## src/rtl/pipeline_calc_pkg.sv

```systemverilog
// Shared constants and types for the pipelined calculator interface.
// The operand-issue side and the result collector both use these, so the
// latency and result width stay consistent on both ends.
package pipeline_calc_pkg;

    localparam int DATA_W = 5;
    localparam int LAT    = 3;

    typedef logic [DATA_W-1:0] result_t;

endpackage

```

## src/rtl/result_fifo.sv

```systemverilog
// Synchronous first-word-fall-through FIFO.
// The head entry is visible on rd_data whenever the FIFO is not empty, and
// rd_data reads as zero when it is empty. A write is accepted when the FIFO
// is full only if a read happens in the same cycle, so occupancy is unchanged.
module result_fifo #(
    parameter int DATA_W = 5,
    parameter int DEPTH  = 4
) (
    input  logic                     clk,
    input  logic                     reset,
    input  logic                     wr_en,
    input  logic [DATA_W-1:0]        wr_data,
    input  logic                     rd_en,
    output logic [DATA_W-1:0]        rd_data,
    output logic                     full,
    output logic                     empty,
    output logic [$clog2(DEPTH):0]   count
);

    localparam int AW = $clog2(DEPTH);

    logic [DATA_W-1:0] r_mem [DEPTH];
    logic [AW-1:0]     r_wr_ptr;
    logic [AW-1:0]     r_rd_ptr;
    logic [AW:0]       r_count;
    logic              w_do_rd;
    logic              w_do_wr;

    assign empty   = (r_count == '0);
    assign full    = (r_count == (AW+1)'(DEPTH));
    assign w_do_rd = rd_en & ~empty;
    assign w_do_wr = wr_en & (~full | w_do_rd);
    assign count   = r_count;
    assign rd_data = empty ? '0 : r_mem[r_rd_ptr];

    // Storage array; contents are only observable through the count-gated head.
    always_ff @(posedge clk) begin
        if (w_do_wr) begin
            r_mem[r_wr_ptr] <= wr_data;
        end
    end

    // Pointers wrap naturally because DEPTH is a power of two.
    always_ff @(posedge clk or negedge reset) begin
        if (!reset) begin
            r_wr_ptr <= '0;
            r_rd_ptr <= '0;
        end else begin
            if (w_do_wr) r_wr_ptr <= r_wr_ptr + 1'b1;
            if (w_do_rd) r_rd_ptr <= r_rd_ptr + 1'b1;
        end
    end

    // Occupancy: simultaneous read and write leaves it unchanged.
    always_ff @(posedge clk or negedge reset) begin
        if (!reset) begin
            r_count <= '0;
        end else begin
            case ({w_do_wr, w_do_rd})
                2'b10:   r_count <= r_count + 1'b1;
                2'b01:   r_count <= r_count - 1'b1;
                default: r_count <= r_count;
            endcase
        end
    end

endmodule

```

## src/rtl/pipeline_result_collector.sv

```systemverilog
// Consumer end of the pipelined calculator: a valid delay line marks the
// cycle in which each issued operand set's result S is ready, the result is
// captured into a FWFT FIFO, and drops on a full FIFO are flagged and counted.
// Optional feature macro: RESULT_SUM_EN adds a running sum of captured results.
module pipeline_result_collector #(
    parameter int DATA_W = pipeline_calc_pkg::DATA_W,
    parameter int LAT    = pipeline_calc_pkg::LAT,
    parameter int DEPTH  = 4
) (
    input  logic                       clk,
    input  logic                       reset,
    input  logic                       in_valid,
    input  logic [DATA_W-1:0]          s_in,
    output logic                       out_valid,
    input  logic                       out_ready,
    output logic [DATA_W-1:0]          out_data,
    output logic [$clog2(DEPTH):0]     count,
    output logic                       overflow,
    input  logic                       clr_ovf,
    output logic [7:0]                 drop_cnt,
`ifdef RESULT_SUM_EN
    output logic [15:0]                total_cnt,
    output logic [DATA_W+7:0]          res_sum
`else
    output logic [15:0]                total_cnt
`endif
);

    import pipeline_calc_pkg::*;

    // Valid/ready on the output port: a transfer happens on a rising edge
    // where out_valid and out_ready are both high; out_valid never drops and
    // out_data never changes until that transfer occurs.

    logic [LAT-1:0] r_vpipe;
    logic           w_cap;
    logic           w_pop;
    logic           w_full;
    logic           w_empty;
    logic           w_wr;
    logic           w_drop;

    assign w_cap     = r_vpipe[LAT-1];
    assign out_valid = ~w_empty;
    assign w_pop     = out_valid & out_ready;
    assign w_wr      = w_cap & (~w_full | w_pop);
    assign w_drop    = w_cap & w_full & ~w_pop;

    // Valid delay line: one stage per pipeline cycle, so stage LAT-1 lines up with S.
    always_ff @(posedge clk or negedge reset) begin
        if (!reset) begin
            r_vpipe <= '0;
        end else begin
            r_vpipe[0] <= in_valid;
            for (int i = 1; i < LAT; i++) begin
                r_vpipe[i] <= r_vpipe[i-1];
            end
        end
    end

    result_fifo #(
        .DATA_W (DATA_W),
        .DEPTH  (DEPTH)
    ) u_fifo (
        .clk     (clk),
        .reset   (reset),
        .wr_en   (w_wr),
        .wr_data (s_in),
        .rd_en   (w_pop),
        .rd_data (out_data),
        .full    (w_full),
        .empty   (w_empty),
        .count   (count)
    );

    // Sticky drop flag and saturating drop counter; a drop beats a same-cycle clear.
    always_ff @(posedge clk or negedge reset) begin
        if (!reset) begin
            overflow <= 1'b0;
            drop_cnt <= '0;
        end else if (w_drop) begin
            overflow <= 1'b1;
            if (clr_ovf)                drop_cnt <= 8'd1;
            else if (drop_cnt != 8'hFF) drop_cnt <= drop_cnt + 8'd1;
        end else if (clr_ovf) begin
            overflow <= 1'b0;
            drop_cnt <= '0;
        end
    end

    // Count of results actually written into the FIFO, wrapping.
    always_ff @(posedge clk or negedge reset) begin
        if (!reset) begin
            total_cnt <= '0;
        end else if (w_wr) begin
            total_cnt <= total_cnt + 16'd1;
        end
    end

`ifdef RESULT_SUM_EN
    // Running wrap-around sum of captured results; drops are excluded.
    always_ff @(posedge clk or negedge reset) begin
        if (!reset) begin
            res_sum <= '0;
        end else if (w_wr) begin
            res_sum <= res_sum + {8'd0, s_in};
        end
    end
`endif

endmodule

```

## config.mk

```make
export PLATFORM = sky130hd
export DESIGN_NAME = pipeline_result_collector
export DESIGN_NICKNAME = d
export VERILOG_FILES = /design/src/rtl/pipeline_calc_pkg.sv /design/src/rtl/result_fifo.sv /design/src/rtl/pipeline_result_collector.sv
export SDC_FILE = /design/constraint.sdc
export NUM_CORES = 1
export LEC_CHECK = 0
export BUFFER_PORTS_ARGS = -buffer_cell sky130_fd_sc_hd__buf_2
export CELL_PAD_IN_SITES_DETAIL_PLACEMENT = 1
export CELL_PAD_IN_SITES_GLOBAL_PLACEMENT = 1
export CORE_MARGIN = 1
export CORE_UTILIZATION = 45
export DETAILED_ROUTE_END_ITERATION = 10
export PLACE_DENSITY = 0.78
export REMOVE_ABC_BUFFERS = 1
export SLEW_MARGIN = 20
export SYNTH_ARGS = -nofsm -noshare
export SYNTH_HDL_FRONTEND = slang
export SYNTH_HIERARCHICAL = 1
export SYNTH_SLANG_ARGS = --single-unit
```

## constraint.sdc

```tcl
create_clock -name clk -period 3.3 [get_ports clk]
set_input_delay 0.33 -clock clk [delete_from_list [all_inputs] [get_ports clk]]
set_output_delay 0.33 -clock clk [all_outputs]
set_load 0.005 [all_outputs]
```

==> results of run 1 <==
-- sequential cells by signal, indices dropped and copies added, names as in the netlist --
signal	cells
overflow	1
u_fifo/count	3
u_fifo/r_mem	20
drop_cnt	8
total_cnt	16
r_vpipe	3
u_fifo/r_rd_ptr	2
u_fifo/r_wr_ptr	2
-- cells in the mapped netlist (3+ instances only) --
library cell,n,share of area [%]
and3_1,3,0.72
nand3_1,9,1.7
dfrtp_1,35,33
nor2b_1,4,0.96
nor4_1,3,0.72
mux4_2,5,4.3
and2_2,4,1.1
nand2_1,11,1.6
o211ai_1,3,0.86
o21ai_0,3,0.57
nand4_1,4,0.96
nor2_1,6,0.86
xor2_1,6,2.0
edfxtp_1,20,23
and2_1,5,1.2
buf_6,3,1.3
ha_1,6,2.9
xnor2_1,14,4.7
inv_1,13,1.9
a21oi_1,6,1.1
-- per-stage QoR --
stage / std cells / util [%] / cell area [sq um] / hold slack [ns] / setup WS, ns
6_report: 319 / 54.0 / 2990 / 0.0982 / 0.389
5_1_grt: 319 / 54.0 / 2990 / 0.0979 / 0.272
4_1_cts: 319 / 54.0 / 2990 / 0.111 / 0.393
3_5_place_dp: 311 / 52.0 / 2880 / 0.350 / 0.418
3_3_place_gp: 311 / 52.0 / 2880 / 0.332 / 0.614
2_1_floorplan: 193 / - / 2550 / 0.0344 / 0.315
-- where the power goes --
| part | total (mW) | internal, mW | switching [mW] |
|---|---|---|---|
| Combinational | 0.770 | 0.385 | 0.385 |
| Sequential | 1.03 | 0.863 | 0.168 |
| Clock | 0.446 | 0.226 | 0.220 |
| Total | 2.25 | 1.47 | 0.773 |
-- path summary, 6_finish.rpt --
check                           startpoint               to  slack [ns]  depth (start not counted)
max reg2reg                u_fifo/count[0]  u_fifo/count[1]        0.39                         10
max                        u_fifo/count[0]  u_fifo/count[1]        0.39                         10
min reg2reg                     r_vpipe[1]       r_vpipe[2]        0.37                          0
min                                  reset      drop_cnt[3]         0.1                          1
min in group clk                  in_valid       r_vpipe[0]        0.12                          1
max in group asynchronous            reset     total_cnt[0]        2.68                          1
-- metal layers --
layer	routed length, um	vias up
met2	2840	30
met5	0	-
met4	77	0
li1	-	809
met1	2540	918
met3	169	6
-- final cells by class --
cell class	instances	area (sq um)
well taps	72	90.1
clock inverters	3	43.8
flip-flops and latches	55	1480
multi-input cells	125	1030
inverters	13	48.8
fillers	605	2550
clock buffers	5	68.8
repair buffers	46	238
-- cell families (layout without fill, tap and decap cells) --
family | after synthesis | in the layout | synth area share (%)
fa+ha+maj | 7 | 7 | 3.63
flops | 55 | 55 | 56.4
buf+inv | 22 | 67 | 4.26
mux | 9 | 9 | 6.17
compound gates | 26 | 26 | 8.75
simple gates | 63 | 63 | 14.1
xor+xnor | 20 | 20 | 6.70
==> reports/results.tsv, run 1 <==
metric	value	unit
outcome	finished clean	
finalHoldViolCount	0	
layout_commonest_cell	buf_2	
fmax	344	MHz
p_leak	1.30	nW
grt_use_met3	4.53	%
grt_max_degree	36	
diodes	0	
seq_area_frac_synth	56.4	%
worst_slew_pin_slew	0.803	ns
rsz0062_at_grt	false	
setup_violations	0	
clock_latency	0.30	ns
synth_cells	202	
synth_seq_cells	55	
cts_made_buffers	5	
cts_root_buf	clkbuf_8	
rows	27	
core_area	0.00554	sq mm
htree_num_levels	2	
slew_viol_final	0	
path_max_fanout	11	
grt_overflow	0	
die_w	78.3	um
hold_path.class	in -> async	
dp.final_hpwl	4110	um
slew-limit-headroom	46.5	%
critPathMaxStageDelay	0.61	ns
clkSinkCount	55	
yosys_warnings	6	
initial_core_util	47.2	%
synth_area	0.00262	sq mm
nNetsFinal	263	
min_period	2.91	ns
clkTransAtPathRegs	0.10	ns
die_area	0.00612	sq mm
die_h	78.3	um
power	2.25	mW
via_per_inst	5.53	
synth_async_sr_flop_share	63.6	%
antenna_found_initial	0	
finalWirelength	5630	um
post_cts_buffers	0	
antenna_left	0	
busiest_layer	met2	
final_cell_mix	buf_2, dfrtp_1, edfxtp_1	
worstPathRequired	3.53	ns
syn_to_final_growth	14.4	%
wl_per_cell	17.6	um
grtUsageTotal	20.5	%
syn_area_per_cell	13.0	sq um
crit_chain	or3_2 -> inv_1 -> nand2b_1 -> inv_1 -> nor2b_1 -> nand2_1 -> fa_1 -> o21ba_2 -> o211ai_1 -> a22oi_1	
layout-drive-gt1-share	30.0	%
path_class	reg -> reg	
design.portCount	44	
powerDensity	751	mW/mm^2
use_met1	27.0	%
path_buf_inv	2	
yosys_most_used_dff	dfrtp_1	
critPathTopFamily	simple AND/OR/NAND/NOR gates	
fin_crit_sh	88.2	%
synth_cell_type_count	50	
routabilityCongestion	0.748	
crit_path_end_kind	flop	
skew	0.0133	ns
grt_pass1_wl	9360	um
grt_use_met2	33.2	%
drt_iter0_drc	84	
clockBufferDepth	2	
port_buffers	43	
synth_edf_count	20	
ir_drop	0.373	mV
drtPass1Iterations	6	
cpMaxStageDelayCell	or3_2	
drc	0	
fin_setup_tns	0	ns
grt_pass1_vias	1849	
path_common_cell	inv_1	
start_kind	flop	
cts_tree	done	
critPathArrivalTime	3.14	ns
postCtsHoldBufs	0	
maxCapViolations	0	
routed-via-count	1763	
ctsResizeCount	0	
Power figures use the tool's default switching activity.
==> run 2: changes to the inputs <==
--- a/config.mk
+++ b/config.mk
@@ -8,7 +8,7 @@
 export BUFFER_PORTS_ARGS = -buffer_cell sky130_fd_sc_hd__buf_2
 export CELL_PAD_IN_SITES_DETAIL_PLACEMENT = 1
 export CELL_PAD_IN_SITES_GLOBAL_PLACEMENT = 1
-export CORE_MARGIN = 1
+export CORE_MARGIN = 5
 export CORE_UTILIZATION = 45
 export DETAILED_ROUTE_END_ITERATION = 10
 export PLACE_DENSITY = 0.78
==> reports/results.tsv, run 2 (synthesis results as in run 1) <==
metric	value	unit	change
port_buffers	43		unchanged
fin_setup_tns	0	ns	unchanged
die_area	0.00744	sq mm	+21%
cts_tree	done		
finalWirelength	5460	um	-2.9%
via_per_inst	5.36		-2.9%
swShare	32.3	%	-2.1 points
core_area	0.00557	sq mm	+0.61%
regMostFlops	u_fifo/r_mem		
path_buf_inv	2		unchanged
drtPass1Iterations	4		-2
holdWs	0.0948	ns	-0.00337 ns
finalHoldViolCount	0		unchanged
min_period	2.85	ns	-0.0651 ns
ir_drop	0.359	mV	-3.6%
powerDensity	761	mW/mm^2	+1.4%
grt_pass1_vias	1825		-1.3%
path_max_fanout	11		unchanged
cpMaxStageDelayCell	or3_2		
grt_pass1_wl	9380	um	+0.15%
skew	0.00530	ns	-0.00800 ns
initial_core_util	46.9	%	-0.29 points
diodes	0		unchanged
worstPathRequired	3.52	ns	about the same
worst_slew_pin_slew	0.970	ns	+0.167 ns
antenna_left	0		unchanged
grtUsageTotal	16.1	%	-4.4 points
outcome	finished clean		
clock_latency	0.30	ns	about the same
crit_path_end_kind	flop		
routabilityCongestion	0.783		+4.7%
slew_viol_final	0		unchanged
htree_num_levels	2		unchanged
reg_top3	u_fifo/r_mem: 20 flops, total_cnt: 16 flops, drop_cnt: 8 flops		
start_kind	flop		
syn_to_final_growth	14.9	%	
internal-power	1.55	mW	+5.1%
fin_crit_sh	86.2	%	-2.0 points
slew-limit-headroom	34.8	%	-12 points
p_leak	1.30	nW	+0.14%
post_cts_buffers	0		unchanged
cts_made_buffers	5		unchanged
crit_chain	or3_2 -> inv_1 -> nand2b_1 -> inv_1 -> nor2b_1 -> nand2_1 -> fa_1 -> o21ba_2 -> o211ai_1 -> a22oi_1		
rows	27		unchanged
nNetsFinal	262		-0.38%
postCtsHoldBufs	0		unchanged
critPathTopFamily	simple AND/OR/NAND/NOR gates		
final_cell_mix	buf_2, dfrtp_1, edfxtp_1		
setup_violations	0		unchanged
drt_iter0_drc	42		-50%
layout-drive-gt1-share	29.3	%	-0.69 points
grt_overflow	0		unchanged
rsz0062_at_grt	false		
grt_max_degree	36		unchanged
clkTransAtPathRegs	0.09	ns	about the same
dp.final_hpwl	4010	um	-2.4%
p_seq_share	44.9	%	-1.0 points
hold_path.class	in -> async		
largest_register_ffs	20		unchanged
die_h	86.3	um	+10%
fmax	351	MHz	+2.3%
path_common_cell	inv_1		
maxCapViolations	0		unchanged
die_w	86.3	um	+10%
clkSinkCount	55		unchanged
path_class	reg -> reg		
drc	0		unchanged
critPathMaxStageDelay	0.59	ns	-0.02 ns
layout_commonest_cell	buf_2		
ctsResizeCount	0		unchanged
p_comb_share	32.7	%	-1.6 points
p_switching	739	uW	-4.4%
wl_per_cell	17.2	um	-2.6%
antenna_found_initial	0		unchanged
cts_root_buf	clkbuf_8		
critPathArrivalTime	3.07	ns	-0.07 ns
design.portCount	44		unchanged
clockBufferDepth	2		unchanged
routed-via-count	1706		-3.2%
power_frac_clock	22.5	%	+2.6 points
[run 2: cell types whose count changed in the layout (fill, tap and decap cells not counted)]
cell,delta
bufinv_16,+1
buf_4,-1
clkinv_4,-1
clkinv_2,-1
clkbuf_1,+1
[run 2: path summary, 6_finish.rpt]
kind	startpoint	end	slack (ns)	cells after the start
max reg2reg	u_fifo/count[2]	u_fifo/count[1]	0.45	10
min in group clk	in_valid	r_vpipe[0]	0.13	1
min reg2reg	r_vpipe[0]	r_vpipe[1]	0.37	0
min	reset	drop_cnt[5]	0.09	1
max	u_fifo/count[2]	u_fifo/count[1]	0.45	10
max in group asynchronous	reset	total_cnt[0]	2.71	1
[run 2: final cells by class]
cell class / count / area [sq um]
clock buffer: 6 / 72.6
multi-input combinational: 125 / 1030
tap: 72 / 90.1
sequential: 55 / 1480
fill: 594 / 2570
clock inverter: 2 / 60.1
inverter: 13 / 48.8
timing repair buffer: 45 / 230
[run 2: per-stage QoR]
stage	setup slack (ns)	power, mW	cells	area, sq um	util, %
after global routing	0.276	2.46	318	3010	53.9
after global placement	0.626	1.76	310	2870	51.6
after detailed placement	0.482	1.80	310	2870	51.6
after CTS	0.439	2.32	318	3010	53.9
final	0.454	2.29	318	3010	53.9
after floorplan	0.315	1.50	193	2550	-
[run 2: power groups by stage]
stage          registers (mW)  clock network (mW)  logic [mW]
2_1_floorplan            1.01                   0       0.493
3_3_place_gp             1.03                   0       0.729
3_5_place_dp             1.04                   0       0.758
4_1_cts                  1.03               0.529       0.765
5_1_grt                  1.06               0.565       0.833
6_report                 1.03               0.514       0.748
[run 2: layer usage]
metal  GRT usage, %  part of all wire (%)  up-vias
li1               -                     -      811
met5              0                     0        -
met3           3.42                   2.6        7
met1           21.8                    46      863
met2           26.1                    51       25
met4           5.10                   1.2        0
==> run 3: changes to the inputs <==
--- a/config.mk
+++ b/config.mk
@@ -11,6 +11,7 @@
 export CORE_MARGIN = 5
 export CORE_UTILIZATION = 45
 export DETAILED_ROUTE_END_ITERATION = 10
+export HOLD_SLACK_MARGIN = 0.12
 export PLACE_DENSITY = 0.78
 export REMOVE_ABC_BUFFERS = 1
 export SLEW_MARGIN = 20
==> reports/results.tsv, run 3 (synthesis results as in run 1) <==
metric	value	unit	change
design.portCount	44		unchanged
path_class	reg -> reg		
syn_to_final_growth	15.7	%	
rsz0062_at_grt	false		
power_frac_clock	22.4	%	about the same
crit_path_end_kind	flop		
finalWirelength	5480	um	+0.27%
critPathArrivalTime	3.07	ns	about the same
htree_num_levels	2		unchanged
grt_overflow	0		unchanged
clock_latency	0.30	ns	about the same
final_core_util	54.3	%	+0.36 points
reg_top3	u_fifo/r_mem: 20 flops, total_cnt: 16 flops, drop_cnt: 8 flops		
internal-power	1.55	mW	about the same
clkTransAtPathRegs	0.09	ns	about the same
ctsResizeCount	0		unchanged
swShare	32.3	%	about the same
grt_pass1_vias	1834		+0.49%
die_w	86.3	um	unchanged
r2r-start	u_fifo/count[2]		
initial_core_util	46.9	%	unchanged
antenna_found_initial	0		unchanged
layout-drive-gt1-share	29.0	%	-0.24 points
slew_viol_final	0		unchanged
die_area	0.00744	sq mm	unchanged
p_seq_share	44.8	%	about the same
skew	0.00530	ns	-0.000000140 ns
worstPathRequired	3.52	ns	about the same
start_kind	flop		
routabilityCongestion	0.783		unchanged
hold_path.class	in -> reg		
worst_slew_pin_slew	0.980	ns	+0.00927 ns
grt_pass1_wl	9420	um	+0.44%
port_buffers	43		unchanged
path_max_fanout	11		unchanged
diodes	0		unchanged
outcome	finished clean		
post_cts_buffers	0		unchanged
fin_crit_sh	86.4	%	+0.21 points
worst_r2r_endpoint	u_fifo/count[1]		
layout_commonest_cell	buf_2		
core_area	0.00557	sq mm	unchanged
drc	0		unchanged
fmax	351	MHz	-0.25%
cts_made_buffers	5		unchanged
endpoint	u_fifo/count[1]		
min_period	2.85	ns	+0.00708 ns
maxCapViolations	0		unchanged
ir_drop	0.359	mV	about the same
p_switching	739	uW	about the same
cts_tree	done		
fin_setup_tns	0	ns	unchanged
rrSetupSlack	0.45	ns	about the same
p_leak	1.31	nW	+0.64%
wl_per_cell	17.1	um	-0.35%
cts_root_buf	clkbuf_8		
slew-limit-headroom	34.2	%	-0.62 points
via_per_inst	5.34		-0.45%
p_comb_share	32.7	%	about the same
grtUsageTotal	16.2	%	+0.061 points
regMostFlops	u_fifo/r_mem		
largest_register_ffs	20		unchanged
rows	27		unchanged
drt_iter0_drc	50		+19%
antenna_left	0		unchanged
routed-via-count	1709		+0.18%
clockBufferDepth	2		unchanged
powerDensity	757	mW/mm^2	-0.60%
drtPass1Iterations	4		unchanged
r2r_cells	10		unchanged
clkSinkCount	55		unchanged
final_cell_mix	buf_2, dfrtp_1, edfxtp_1		
die_h	86.3	um	unchanged
cp-startpoint	u_fifo/count[2]		
nNetsFinal	264		+0.76%
power	2.29	mW	about the same
grt_max_degree	36		unchanged
finalHoldViolCount	0		unchanged
dp.final_hpwl	4010	um	unchanged
setup_violations	0		unchanged
==> run 3: cell type report <==
type                       count  area, sq um
clock inverter                 2         60.1
tap                           72         90.1
inverter                      13         48.8
fill                         592         2550
clock buffer                   6         72.6
timing repair buffer          47          250
sequential                    55         1480
multi-input combinational    125         1030
==> run 3: worst min-delay path by stage <==
stage                from                 end  slack (ns)  depth (start not counted)
5_1_grt           s_in[0]  u_fifo/r_mem[1][0]        0.23                          1
2_1_floorplan       reset         drop_cnt[0]        0.03                          0
3_5_place_dp   r_vpipe[1]          r_vpipe[2]        0.36                          0
6_report          s_in[3]  u_fifo/r_mem[1][3]        0.24                          1
4_1_cts          in_valid          r_vpipe[0]        0.12                          1
3_3_place_gp   r_vpipe[0]          r_vpipe[1]        0.33                          0
==> run 3: through the flow <==
| step | hold WS [ns] | cells | area [sq um] | setup WS [ns] |
|---|---|---|---|---|
| 6_report | 0.244 | 320 | 3030 | 0.447 |
| 3_5_place_dp | 0.356 | 310 | 2870 | 0.482 |
| 4_1_cts | 0.122 | 319 | 3020 | 0.439 |
| 3_3_place_gp | 0.332 | 310 | 2870 | 0.626 |
| 5_1_grt | 0.230 | 320 | 3030 | 0.276 |
| 2_1_floorplan | 0.0344 | 193 | 2550 | 0.315 |
==> run 3: worst max-delay path: stages, from the launching register on <==
cell      delay (ns)
dfrtp_1         0.47
or3_2           0.59
inv_1           0.12
nand2b_1        0.17
inv_1           0.18
nor2b_1         0.21
nand2_1         0.09
fa_1            0.42
o21ba_2         0.24
o211ai_1        0.08
a22oi_1         0.20
==> run 3: power by group through the flow <==
| stage | registers [mW] | clock network (mW) | logic [mW] |
|---|---|---|---|
| 6_report | 1.03 | 0.514 | 0.750 |
| 5_1_grt | 1.06 | 0.565 | 0.835 |
| 4_1_cts | 1.03 | 0.529 | 0.766 |
| 3_5_place_dp | 1.04 | 0 | 0.758 |
| 3_3_place_gp | 1.03 | 0 | 0.729 |
| 2_1_floorplan | 1.01 | 0 | 0.493 |
==> run 3: per-layer routing <==
| layer | GRT usage [%] | up-vias | wire length (um) |
|---|---|---|---|
| met5 | 0 | - | 0 |
| met3 | 3.42 | 7 | 152 |
| met1 | 21.9 | 859 | 2490 |
| li1 | - | 816 | - |
| met2 | 26.2 | 27 | 2770 |
| met4 | 5.10 | 0 | 66 |
==> run 3: what timing repair did <==
| item | in CTS | in global routing |
|---|---|---|
| hold endpoints to repair | 18 | 1 |
| setup endpoints to repair | 0 | 0 |
| hold buffers | 1 | 1 |
